===== src/rtl/ahb_master_pkg.sv =====
// Shared types and constants for the per-master AHB request front end.
// Holds the FSM state encoding, HTRANS codes and the one-hot slave select codes.
package ahb_master_pkg;

   typedef enum logic [2:0] {
      ST_IDLE = 3'd0,
      ST_REQ  = 3'd1,
      ST_ADDR = 3'd2,
      ST_DATA = 3'd3,
      ST_RESP = 3'd4
   } state_t;

   localparam logic [1:0] HTRANS_IDLE   = 2'b00;
   localparam logic [1:0] HTRANS_NONSEQ = 2'b10;

   localparam logic [3:0] SEL_NONE = 4'b0000;
   localparam logic [3:0] SEL_S0   = 4'b0001;
   localparam logic [3:0] SEL_S1   = 4'b0010;
   localparam logic [3:0] SEL_B0   = 4'b0100;
   localparam logic [3:0] SEL_B1   = 4'b1000;

   localparam int TIMER_WIDTH = 8;

endpackage


===== src/rtl/ahb_addr_decode.sv =====
// Top-two-address-bits to one-hot slave select; also used by the slave-side mux.
module ahb_addr_decode
   import ahb_master_pkg::*;
(
   input  logic [1:0] slave_bits,
   output logic [3:0] sel
);

   // one-hot select lookup
   always_comb begin
      sel = SEL_NONE;
      case (slave_bits)
         2'b00:   sel = SEL_S0;
         2'b01:   sel = SEL_S1;
         2'b10:   sel = SEL_B0;
         2'b11:   sel = SEL_B1;
         default: sel = SEL_NONE;
      endcase
   end

endmodule


===== src/rtl/ahb_master_port.sv =====
// Per-master AHB front end: one client command becomes arbiter request, grant wait,
// a single NONSEQ transfer and a one-cycle response pulse, with a bounded wait timer.
module ahb_master_port
   import ahb_master_pkg::*;
#(
   parameter int ADDR_WIDTH = 16,
   parameter int DATA_WIDTH = 32,
   parameter int TIMEOUT    = 255
) (
   input  logic                  hclk,
   input  logic                  hresetn,
   input  logic                  cmd_valid,
   output logic                  cmd_ready,
   input  logic                  cmd_write,
   input  logic [ADDR_WIDTH-1:0] cmd_addr,
   input  logic [DATA_WIDTH-1:0] cmd_wdata,
   output logic                  rsp_valid,
   output logic [DATA_WIDTH-1:0] rsp_rdata,
   output logic                  rsp_err,
   output logic                  hreq,
   output logic [3:0]            sel,
   input  logic                  hgrant,
   output logic [ADDR_WIDTH-1:0] haddr,
   output logic                  hwrite,
   output logic [1:0]            htrans,
   output logic [DATA_WIDTH-1:0] hwdata,
   input  logic [DATA_WIDTH-1:0] hrdata,
   input  logic                  hready_out,
   input  logic                  hresp
);

   localparam logic [TIMER_WIDTH-1:0] TIMEOUT_C = TIMER_WIDTH'(TIMEOUT);

   state_t                  state_r, state_nx_s;
   logic                    write_r, write_nx_s;
   logic [ADDR_WIDTH-1:0]   addr_r, addr_nx_s;
   logic [DATA_WIDTH-1:0]   wdata_r, wdata_nx_s;
   logic [TIMER_WIDTH-1:0]  cnt_r, cnt_nx_s;
   logic                    hreq_r, hreq_nx_s;
   logic [3:0]              sel_r, sel_nx_s;
   logic [1:0]              htrans_r, htrans_nx_s;
   logic [ADDR_WIDTH-1:0]   haddr_r, haddr_nx_s;
   logic                    hwrite_r, hwrite_nx_s;
   logic [DATA_WIDTH-1:0]   hwdata_r, hwdata_nx_s;
   logic                    rsp_valid_r, rsp_valid_nx_s;
   logic [DATA_WIDTH-1:0]   rsp_rdata_r, rsp_rdata_nx_s;
   logic                    rsp_err_r, rsp_err_nx_s;
   logic [3:0]              dec_sel_s;
   logic                    accept_s;
   logic                    timeout_s;
   logic                    data_ok_s;

   ahb_addr_decode u_decode (
      .slave_bits (cmd_addr[ADDR_WIDTH-1 -: 2]),
      .sel        (dec_sel_s)
   );

   assign accept_s  = (state_r == ST_IDLE) && cmd_valid;
   assign timeout_s = (cnt_r == TIMEOUT_C);
   // expiry wins over a late grant or a late hready_out
   assign data_ok_s = (state_r == ST_DATA) && !timeout_s && hready_out && !hresp;
   assign cmd_ready = (state_r == ST_IDLE);

   // state register
   always_ff @(posedge hclk or negedge hresetn) begin
      if (!hresetn) begin
         state_r <= ST_IDLE;
      end else begin
         state_r <= state_nx_s;
      end
   end

   // next-state decode
   always_comb begin
      state_nx_s = state_r;
      case (state_r)
         ST_IDLE: begin
            if (cmd_valid) state_nx_s = ST_REQ;
            else           state_nx_s = ST_IDLE;
         end
         ST_REQ: begin
            if (timeout_s)   state_nx_s = ST_RESP;
            else if (hgrant) state_nx_s = ST_ADDR;
            else             state_nx_s = ST_REQ;
         end
         ST_ADDR: state_nx_s = ST_DATA;
         ST_DATA: begin
            if (timeout_s || hready_out) state_nx_s = ST_RESP;
            else                         state_nx_s = ST_DATA;
         end
         ST_RESP: state_nx_s = ST_IDLE;
         default: state_nx_s = ST_IDLE;
      endcase
   end

   // next values of the latched command, timer and registered outputs
   always_comb begin
      write_nx_s = write_r;
      addr_nx_s  = addr_r;
      wdata_nx_s = wdata_r;
      sel_nx_s   = sel_r;
      cnt_nx_s   = {TIMER_WIDTH{1'b0}};
      if (accept_s) begin
         write_nx_s = cmd_write;
         addr_nx_s  = cmd_addr;
         wdata_nx_s = cmd_wdata;
         sel_nx_s   = dec_sel_s;
      end else if (state_nx_s == ST_RESP) begin
         sel_nx_s   = SEL_NONE;
      end else begin
         sel_nx_s   = sel_r;
      end
      if (state_nx_s != state_r) begin
         cnt_nx_s = {TIMER_WIDTH{1'b0}};
      end else if ((state_r == ST_REQ) || (state_r == ST_DATA)) begin
         cnt_nx_s = cnt_r + {{(TIMER_WIDTH-1){1'b0}}, 1'b1};
      end else begin
         cnt_nx_s = {TIMER_WIDTH{1'b0}};
      end
      hreq_nx_s      = (state_nx_s == ST_REQ) || (state_nx_s == ST_ADDR) || (state_nx_s == ST_DATA);
      htrans_nx_s    = (state_nx_s == ST_ADDR) ? HTRANS_NONSEQ : HTRANS_IDLE;
      haddr_nx_s     = (state_nx_s == ST_ADDR) ? addr_r : {ADDR_WIDTH{1'b0}};
      hwrite_nx_s    = (state_nx_s == ST_ADDR) ? write_r : 1'b0;
      hwdata_nx_s    = ((state_nx_s == ST_DATA) && write_r) ? wdata_r : {DATA_WIDTH{1'b0}};
      rsp_valid_nx_s = (state_nx_s == ST_RESP);
      rsp_err_nx_s   = (state_nx_s == ST_RESP) && !data_ok_s;
      rsp_rdata_nx_s = ((state_nx_s == ST_RESP) && data_ok_s && !write_r) ? hrdata
                                                                          : {DATA_WIDTH{1'b0}};
   end

   // command latch, timer and output registers
   always_ff @(posedge hclk or negedge hresetn) begin
      if (!hresetn) begin
         write_r     <= 1'b0;
         addr_r      <= {ADDR_WIDTH{1'b0}};
         wdata_r     <= {DATA_WIDTH{1'b0}};
         cnt_r       <= {TIMER_WIDTH{1'b0}};
         hreq_r      <= 1'b0;
         sel_r       <= SEL_NONE;
         htrans_r    <= HTRANS_IDLE;
         haddr_r     <= {ADDR_WIDTH{1'b0}};
         hwrite_r    <= 1'b0;
         hwdata_r    <= {DATA_WIDTH{1'b0}};
         rsp_valid_r <= 1'b0;
         rsp_rdata_r <= {DATA_WIDTH{1'b0}};
         rsp_err_r   <= 1'b0;
      end else begin
         write_r     <= write_nx_s;
         addr_r      <= addr_nx_s;
         wdata_r     <= wdata_nx_s;
         cnt_r       <= cnt_nx_s;
         hreq_r      <= hreq_nx_s;
         sel_r       <= sel_nx_s;
         htrans_r    <= htrans_nx_s;
         haddr_r     <= haddr_nx_s;
         hwrite_r    <= hwrite_nx_s;
         hwdata_r    <= hwdata_nx_s;
         rsp_valid_r <= rsp_valid_nx_s;
         rsp_rdata_r <= rsp_rdata_nx_s;
         rsp_err_r   <= rsp_err_nx_s;
      end
   end

   assign hreq      = hreq_r;
   assign sel       = sel_r;
   assign htrans    = htrans_r;
   assign haddr     = haddr_r;
   assign hwrite    = hwrite_r;
   assign hwdata    = hwdata_r;
   assign rsp_valid = rsp_valid_r;
   assign rsp_rdata = rsp_rdata_r;
   assign rsp_err   = rsp_err_r;

endmodule


===== config.mk =====
export PLATFORM = sky130hd
export DESIGN_NAME = ahb_master_port
export DESIGN_NICKNAME = d
export VERILOG_FILES = /design/src/rtl/ahb_master_pkg.sv /design/src/rtl/ahb_addr_decode.sv /design/src/rtl/ahb_master_port.sv
export SDC_FILE = /design/constraint.sdc
export NUM_CORES = 1
export LEC_CHECK = 0
export ABC_CLOCK_PERIOD_IN_PS = 1500
export BUFFER_PORTS_ARGS = -buffer_cell sky130_fd_sc_hd__buf_2
export CORE_UTILIZATION = 45
export CTS_CLUSTER_SIZE = 30
export DETAILED_ROUTE_END_ITERATION = 10
export GPL_ROUTABILITY_DRIVEN = 0
export GPL_TIMING_DRIVEN = 0
export PLACE_DENSITY = 0.75
export SYNTH_ARGS = -nofsm -noshare
export SYNTH_HDL_FRONTEND = slang
export SYNTH_SLANG_ARGS = --single-unit
export TNS_END_PERCENT = 20

===== constraint.sdc =====
create_clock -name hclk -period 1.5 [get_ports hclk]
set_input_delay 0.225 -clock hclk [delete_from_list [all_inputs] [get_ports hclk]]
set_output_delay 0.225 -clock hclk [all_outputs]
set_load 0.05 [all_outputs]

# Word level (Yosys, flattened, before mapping)
# Cells that the tools add are included.
# word_totals
regBits	150
input_bits	87
word_cells	61
# op_classes
n_addsub	1
n_eq_ne	12
muxes	15
reduce_logical	19
# op_table
cell	n
$mux 32	2
$mux 16	1
$mux 8	2
$pmux 4 s4	1
$eq 3x2->1 const B	4
$pmux 3 s4	1
$add 8x1->8 const B	1
$eq 8x8->1 const B	1
$logic_and 1x1->1	8
$mux 4	2
$eq 3x1->1 const B	2
$mux 3	2
$eq 2x2->1 const B	2
$logic_not 1->1	4
$logic_or 1x1->1	4
$mux 2	2
$eq 3x3->1 const B	1
$logic_not 3->1	1
$ne 3x3->1	1
$eq 2x1->1 const B	1
$logic_not 2->1	1
$mux 1	2
$reduce_bool 2->1	1

# Logic depth before layout (Yosys ltp)
# Gate-level depths: netlist (run 1).
# logic_depth
depth_word	8
ltp_mapped	7

# Hierarchy
# From an unflattened synthesis (run 1), not the netlist that was laid out.
# unflattened
hier_cells	403
area_unflattened_um2	5472.7
# by_module_without_submodules
mod	instances	cells_per_inst	area_per_inst_um2
ahb_master_port	1	399	5446.5
ahb_addr_decode	1	4	26.3

# Least setup slack after synthesis (run 1)
# Ideal clock, no wire load.
# synth_path
path_kind	register -> register
startpoint	register state_r[1]
endpoint	register addr_r[0]
setup_time_ns	0.125
t_arrival_ns	1.976
slack_ns	-0.601
path_stages_with_launch	7
path_buffers	3
period_less_slack_ns	2.101
path_cell_list	dfrtp_1 -> buf_4 -> nor3_2 -> and2_1 -> buf_6 -> buf_6 -> mux2_4
# synth_via
elab_chain_len	2
# synth_rtl
element	line_no	text
from (decl)	ahb_master_port.sv:34	state_t state_r, state_nx_s;
from (signal assigned)	ahb_master_port.sv:69	state_r <= state_nx_s;
$logic_not 3->1	-	
via cmd_ready	ahb_master_port.sv:13	output logic cmd_ready,
$logic_and 1x1->1	ahb_master_port.sv:58	assign accept_s = (state_r == ST_IDLE) && cmd_valid;
to (signal assigned)	ahb_master_port.sv:135	addr_r <= {ADDR_WIDTH{1'b0}};
to (signal assigned)	ahb_master_port.sv:149	addr_r <= addr_nx_s;
to (decl)	ahb_master_port.sv:36	logic [ADDR_WIDTH-1:0] addr_r, addr_nx_s;
# The timed path passes the listed nets, and every way through them passes these cells.
# A chain may end at the register's enable or synchronous reset.

# Final worst setup path (run 1)
# layout_path
startpoint	register cnt_r[1]
endpoint	register hreq_r (netlist: hreq)
# layout_via
elab_chain_len	7
word_cells_on_any_way	10
# layout_rtl
element	line_no	text
from (decl)	ahb_master_port.sv:38	logic [TIMER_WIDTH-1:0] cnt_r, cnt_nx_s;
from (signal assigned)	ahb_master_port.sv:137	cnt_r <= {TIMER_WIDTH{1'b0}};
from (signal assigned)	ahb_master_port.sv:151	cnt_r <= cnt_nx_s;
$eq 8x8->1 *	ahb_master_port.sv:59	assign timeout_s = (cnt_r == TIMEOUT_C);
$logic_or 1x1->1	ahb_master_port.sv:88	if (timeout_s || hready_out) state_nx_s = ST_RESP;
$mux 3	ahb_master_port.sv:88	
$pmux 3 s4 *	ahb_master_port.sv:76	case (state_r)
$eq 3x1->1 or $eq 3x2->1 (tied branches)	ahb_master_port.sv:120	hreq_nx_s = (state_nx_s == ST_REQ) || (state_nx_s == ST_ADDR) || (state_nx_s == ST_DATA);
$logic_or 1x1->1	ahb_master_port.sv:120	
$logic_or 1x1->1 *	ahb_master_port.sv:120	
via hreq_nx_s	ahb_master_port.sv:39	logic hreq_r, hreq_nx_s;
to (signal assigned)	ahb_master_port.sv:152	hreq_r <= hreq_nx_s;
to (decl)	ahb_master_port.sv:39	
# Mark *: on every way through the listed nets, which the timed path passes. The rest lies on a longest branch.

==> results of run 1 <==
-- through the flow --
step	util (%)	cell area [µm²]	hold slack, ps	setup TNS (ps)	worst slack (ps)
after CTS	62.7	7500	2.56	-9550	-118
after global routing	65.4	7830	5.09	-14840	-202
after floorplan	-	5530	-70.6	-20260	-371
after global placement	55.1	6590	431	-283790	-1980
final	65.4	7830	19.4	-8960	-176
after detailed placement	55.4	6630	350	-32440	-593
-- worst register-to-register path, stage by stage, from the launching register on --
cell and delay [ps]:
sky130_fd_sc_hd__dfrtp_1 400, sky130_fd_sc_hd__ha_4 180, sky130_fd_sc_hd__nand3_4 140, sky130_fd_sc_hd__nor2_4 210, sky130_fd_sc_hd__nor4b_4 70, sky130_fd_sc_hd__buf_4 160
sky130_fd_sc_hd__buf_4 130, sky130_fd_sc_hd__or2_2 270
-- path summary, 6_finish.rpt --
path | endpoint | slack, ps | cells past startpoint | startpoint
min in group asynchronous | rsp_rdata[25] | 430 | 2 | hresetn
min | rsp_rdata[17] | 20 | 2 | hrdata[17]
max in group asynchronous | cnt_r[4] | 310 | 3 | hresetn
min reg2reg | hwdata[13] | 480 | 1 | wdata_r[13]
max | hreq | -180 | 7 | cnt_r[1]
max reg2reg | hreq | -180 | 7 | cnt_r[1]
-- Yosys cell counts, types with 2 or more instances --
library cell	number	share of area (%)
sky130_fd_sc_hd__a21oi_1	2	0.18
sky130_fd_sc_hd__buf_4	3	0.41
sky130_fd_sc_hd__mux2_4	45	12
sky130_fd_sc_hd__xnor2_1	2	0.32
sky130_fd_sc_hd__o21bai_1	2	0.27
sky130_fd_sc_hd__buf_6	9	1.8
sky130_fd_sc_hd__a31oi_1	2	0.23
sky130_fd_sc_hd__mux2_2	3	0.61
sky130_fd_sc_hd__nor2_1	12	0.82
sky130_fd_sc_hd__dfrtp_1	149	68
sky130_fd_sc_hd__a32o_1	2	0.36
sky130_fd_sc_hd__nand2_1	4	0.27
sky130_fd_sc_hd__inv_1	5	0.34
sky130_fd_sc_hd__xor2_1	4	0.64
sky130_fd_sc_hd__clkbuf_1	3	0.20
sky130_fd_sc_hd__and2_1	84	9.5
sky130_fd_sc_hd__o21ai_0	2	0.18
-- state kept, by name, summed over array words and instances (netlist names) --
signal / flops
hwdata: 32
rsp_rdata: 32
wdata_r: 32
addr_r: 16
haddr: 16
cnt_r: 8
sel: 4
state_r: 3
hreq: 1
htrans: 1
hwrite: 1
rsp_err: 1
rsp_valid: 1
write_r: 1
-- cell type report --
cell class | instances | area (µm²)
flip-flops and latches | 149 | 3730
multi-input cells | 187 | 1760
clock buffers | 26 | 519
fillers | 893 | 4130
clock inverters | 6 | 90.1
well taps | 147 | 184
plain buffers | 15 | 250
inverters | 5 | 18.8
repair buffers | 205 | 1270
-- metal layers --
layer / global-route usage, % / vias up / share of wire [%]
li1: - / 1615 / -
met1: 22.7 / 1751 / 41
met2: 33.2 / 141 / 51
met3: 6.70 / 19 / 6.9
met4: 7.73 / 0 / 1.4
met5: 0 / - / 0
-- logic make-up after synthesis --
kind of cell             after synthesis
buffers and inverters                 20
AO/OA/AOI/OAI                         16
other                                  1
flip-flops                           149
XOR/XNOR                               6
AND/OR/NAND/NOR                      115
adder cells (fa/ha/maj)                1
multiplexers                          48
-- repair_timing --
item                                    in CTS  in global routing
pin swaps                                   26                 12
hold buffers                                 1                  0
gates resized for setup                     38                 36
buffers inserted                            11                  9
gates cloned                                 4                  5
endpoints found under the setup margin     141                142
hold endpoints to repair                    89                  0
-- power by group --
part / internal, µW / switching [µW] / total, µW
Combinational: 2690 / 3150 / 5840
Clock: 2720 / 1530 / 4250
Sequential: 5190 / 585 / 5770
Total: 10600 / 5260 / 15900
==> results.cfg, run 1 <==
[status]
status = finished, violations left
failed_checks = setup timing

[setup_path]
critical_path_top_delay_cell = sky130_fd_sc_hd__dfrtp_1
worst_path_most_repeated_cell = sky130_fd_sc_hd__buf_4
critPathArrivalTime_ps = 1960
cp.buffers_inverters = 2
timing.critical_path.cells = ha_4 -> nand3_4 -> nor2_4 -> nor4b_4 -> buf_4 -> buf_4 -> or2_2
crit_required_ps = 1790
criticalPathCategory = reg -> reg
crit_fanout = 6
critPathLaunchType = flip-flop
max_stage_delay_ps = 400
cp_top_delay_family = simple AND/OR/NAND/NOR gates
nature_of_the_critical_path_endpoint = flip-flop

[run]
max_cap_violations = 0

[placement]
detailedPlacementHpwl_um = 7770
place_inst = 680
port_buffers = 176

[final_layout]
proportion_of_layout_cells_with_a_drive_suffix_above_1_pct = 56.8
cell_count_final_fillers_out = 740
nets = 668
final_common_cell = sky130_fd_sc_hd__buf_2
most-common-layout-cells = 175 x sky130_fd_sc_hd__buf_2, 146 x sky130_fd_sc_hd__dfrtp_1, 61 x sky130_fd_sc_hd__and2_1
syn2layout_area_growth_pct = 42.0
diodes = 0

[synthesis]
ys.flop_type = sky130_fd_sc_hd__dfrtp_1
postSynth.asyncResetShare_pct = 100
synth.mux.area_fraction_pct = 12.9
synth_top_family_by_area = simple AND/OR/NAND/NOR gates
synth-xor-area-share_pct = 0.953
synth.lib_cells_used.distinct = 40
basic_gate_share_of_the_synthesized_area_counting_and_or_nand_and_nor_cells_pct = 13.3
syn-cell-area_um2 = 5510
synth_compound_area_share_pct = 2.20
synth_seq_cells = 149
synth_cells = 356
avgSynthCellArea_um2 = 15.5
synthAdderAreaFrac_pct = 0.227
synthesis.yosys.warnings = 0
synth_edf_count = 0
synth_seq_area_share_pct = 67.6
synth.net_count = 444

[routing]
routed_wirelength_um = 12300
firstDrtPassIters = 4
via_per_inst = 4.76
drt_iter0_markers = 185
avgRoutedWirePerCell_um = 16.6
drc = 0
vias = 3526
detail-route-antenna-nets = 0

[clock_tree]
clock_tree.htree_level_count = 4
cts_tree = built
cts-buffers-inserted = 17
cts.root.buffer_cell = sky130_fd_sc_hd__clkbuf_16
cts-root-to-sink-buffers = 2
cts.clk_slew.worst_paths_ps = 60
clk_latency_ps = 410
cts.sinks = 149

[sta]
timing.final.crit_share_pct = 112
timing_hold_violations_final = 0
max_slew_margin_pct = 45.3
min_period_ps = 1680
worst-slew-pin-transition_ps = 821
grt_setup_unrepaired = true
max_clock_freq_mhz = 597
final-setup-viol-count = 128
finalWorstSetupSlack_ps = -176
worst_clock_skew_ps = 7.81
finalMaxSlewViolations = 0

[grt]
number_of_antenna_violations_at_the_first_check_in_global_routing = 0
grt_first_pass_wirelength_um = 18700
grt_remaining_overflow = 0
grt_overall_usage_pct = 19.5
grt_pass1_vias = 3681
maximum_number_of_pins_on_one_net_before_global_route_repair = 91

[floorplanning]
dieArea_um2 = 12700
core_region_area_um2 = 12000
ios = 178
num_rows = 40
start_util_pct = 46.1
fp.dieH_um = 113
die_w_um = 113

[power_and_ir_drop]
max_rail_drop_vdd_v = 0.00114
power.total_uw = 15900
leakagePower_uw = 0.00415
p_per_area_nw_per_um2 = 2030

[worst_hold_path]
min-delay-path-class = in -> reg
(Power assumes the default switching activity.)
==> inputs of run 2 (changes only) <==
==> constraint.sdc (replaced) <==
create_clock -name hclk -period 1.5 [get_ports hclk]
set_input_delay 0.225 -clock hclk [delete_from_list [all_inputs] [get_ports hclk]]
set_output_delay 0.225 -clock hclk [all_outputs]
set_load 0.02 [all_outputs]
==> run 2 against run 1 <==
Effect of this change:
- the run still ends with setup timing left
- count of clock-buffer cells in the layout unchanged
- worst setup slack better by 12 ps
- sequential power about the same
- critical endpoint unchanged
- largest power group is now registers
- highest routed layer unchanged
==> results.cfg, run 2 (same netlist as run 1, synthesis figures left out) <==
[floorplanning]
ios = 178
num_rows = 40
fp.dieH_um = 113
dieArea_um2 = 12700
core_region_area_um2 = 12000
die_w_um = 113
start_util_pct = 46.1

[routing]
drc = 0
drt_iter0_markers = 188
via_per_inst = 4.74
routed_wirelength_um = 12200
firstDrtPassIters = 4
detail-route-antenna-nets = 0
avgRoutedWirePerCell_um = 16.5
vias = 3513

[sta]
max_clock_freq_mhz = 601
timing_hold_violations_final = 0
whs_ps = 19.9
finalWorstSetupSlack_ps = -163
final-setup-viol-count = 128
grt_setup_unrepaired = true
min_period_ps = 1660
timing.final.crit_share_pct = 111
max_slew_margin_pct = 45.7
worst_clock_skew_ps = 7.33
finalMaxSlewViolations = 0
worst-slew-pin-transition_ps = 815

[setup_path]
max_stage_delay_ps = 400
timing.critical_path.cells = ha_4 -> nand3_4 -> nor2_4 -> nor4b_4 -> buf_4 -> buf_4 -> or2_2
criticalPathCategory = reg -> reg
critPathLaunchType = flip-flop
critPathArrivalTime_ps = 1950
critical_path_top_delay_cell = sky130_fd_sc_hd__dfrtp_1
nature_of_the_critical_path_endpoint = flip-flop
worst_path_most_repeated_cell = sky130_fd_sc_hd__buf_4
cp.buffers_inverters = 2
crit_fanout = 6
cp_top_delay_family = simple AND/OR/NAND/NOR gates
crit_required_ps = 1790
setup.worst_path.start = cnt_r[1]
critical_path.reg2reg.startpoint = cnt_r[1]

[clock_tree]
cts-root-to-sink-buffers = 2
clk_latency_ps = 410
cts_tree = built
cts.clk_slew.worst_paths_ps = 60
cts.root.buffer_cell = sky130_fd_sc_hd__clkbuf_16
clock_tree.htree_level_count = 4
cts.sinks = 149
cts-buffers-inserted = 17

[grt]
grt_first_pass_wirelength_um = 18700
maximum_number_of_pins_on_one_net_before_global_route_repair = 91
grt_remaining_overflow = 0
number_of_antenna_violations_at_the_first_check_in_global_routing = 0
grt_pass1_vias = 3681
grt_overall_usage_pct = 19.5

[status]
failed_checks = setup timing
status = finished, violations left

[power_and_ir_drop]
p_per_area_nw_per_um2 = 1890
max_rail_drop_vdd_v = 0.00106
leakagePower_uw = 0.00416
power.total_uw = 14800

[final_layout]
most-common-layout-cells = 174 x sky130_fd_sc_hd__buf_2, 146 x sky130_fd_sc_hd__dfrtp_1, 61 x sky130_fd_sc_hd__and2_1
nets = 669
diodes = 0
final_common_cell = sky130_fd_sc_hd__buf_2
proportion_of_layout_cells_with_a_drive_suffix_above_1_pct = 56.9
cell_count_final_fillers_out = 741
syn2layout_area_growth_pct = 42.3
fillers = 895

[worst_hold_path]
min-delay-path-class = in -> reg
timing.hold.worst.start = hrdata[17]

[placement]
place_inst = 680
port_buffers = 176
detailedPlacementHpwl_um = 7770

[run]
max_cap_violations = 0
-- run 2: cell types whose count changed in the layout (fill, tap and decap cells not counted), sizes merged --
cell  before  now
buf      213  214
-- run 2: worst paths after layout --
path / end / slack [ps] / cells after the start
hold / removal: rsp_rdata[17] / 20 / 2
max in group asynchronous: cnt_r[4] / 310 / 3
min in group asynchronous: rsp_rdata[25] / 430 / 2
hold reg to reg: hwdata[31] / 480 / 1
setup reg to reg: hreq / -160 / 7
setup / recovery: hreq / -160 / 7
-- run 2: cell type report --
cell class	instances	area (µm²)	area share, %
Sequential cell	149	3730	47.6
Multi-Input combinational cell	187	1760	22.5
Timing Repair Buffer	206	1280	16.4
Clock buffer	26	519	6.62
Buffer	15	250	3.19
Tap cell	147	184	2.35
Clock inverter	6	90.1	1.15
Inverter	5	18.8	0.239
-- run 2: per-stage QoR --
stage                     TNS, ps  utilization (%)  cell area [µm²]  setup slack [ps]
final                       -8680             65.6             7840              -163
after global routing       -14220             65.6             7840              -191
after CTS                   -9450             62.7             7500              -118
after detailed placement   -32440             55.4             6630              -593
after global placement    -283790             55.1             6590             -1980
after floorplan             -8080                -             5530              -135
-- run 2: per-layer routing --
layer	up-vias	part of all wire, %	track usage (%)
li1	1613	-	-
met1	1744	41	22.7
met2	139	51	33.2
met3	17	6.8	6.70
met4	0	1.3	7.73
met5	-	0	0
-- run 2: what timing repair did --
action	4_1_cts	5_1_grt
endpoints found under the setup margin	141	142
gates resized for setup	38	38
endpoints found under the hold margin	89	0
pin swaps	26	12
hold buffers	1	0
gates cloned	4	5
buffers inserted	11	10
-- run 2: report_power, final --
part	switching, µW	internal [µW]
clock	1530	2720
combinational	2090	2730
sequential	582	5190
total	4200	10600
-- run 2: worst register-to-register path, stage by stage, from the launching register on --
cell and delay (ps):
sky130_fd_sc_hd__dfrtp_1 400, sky130_fd_sc_hd__ha_4 180, sky130_fd_sc_hd__nand3_4 140, sky130_fd_sc_hd__nor2_4 200, sky130_fd_sc_hd__nor4b_4 70, sky130_fd_sc_hd__buf_4 160
sky130_fd_sc_hd__buf_4 130, sky130_fd_sc_hd__or2_2 270
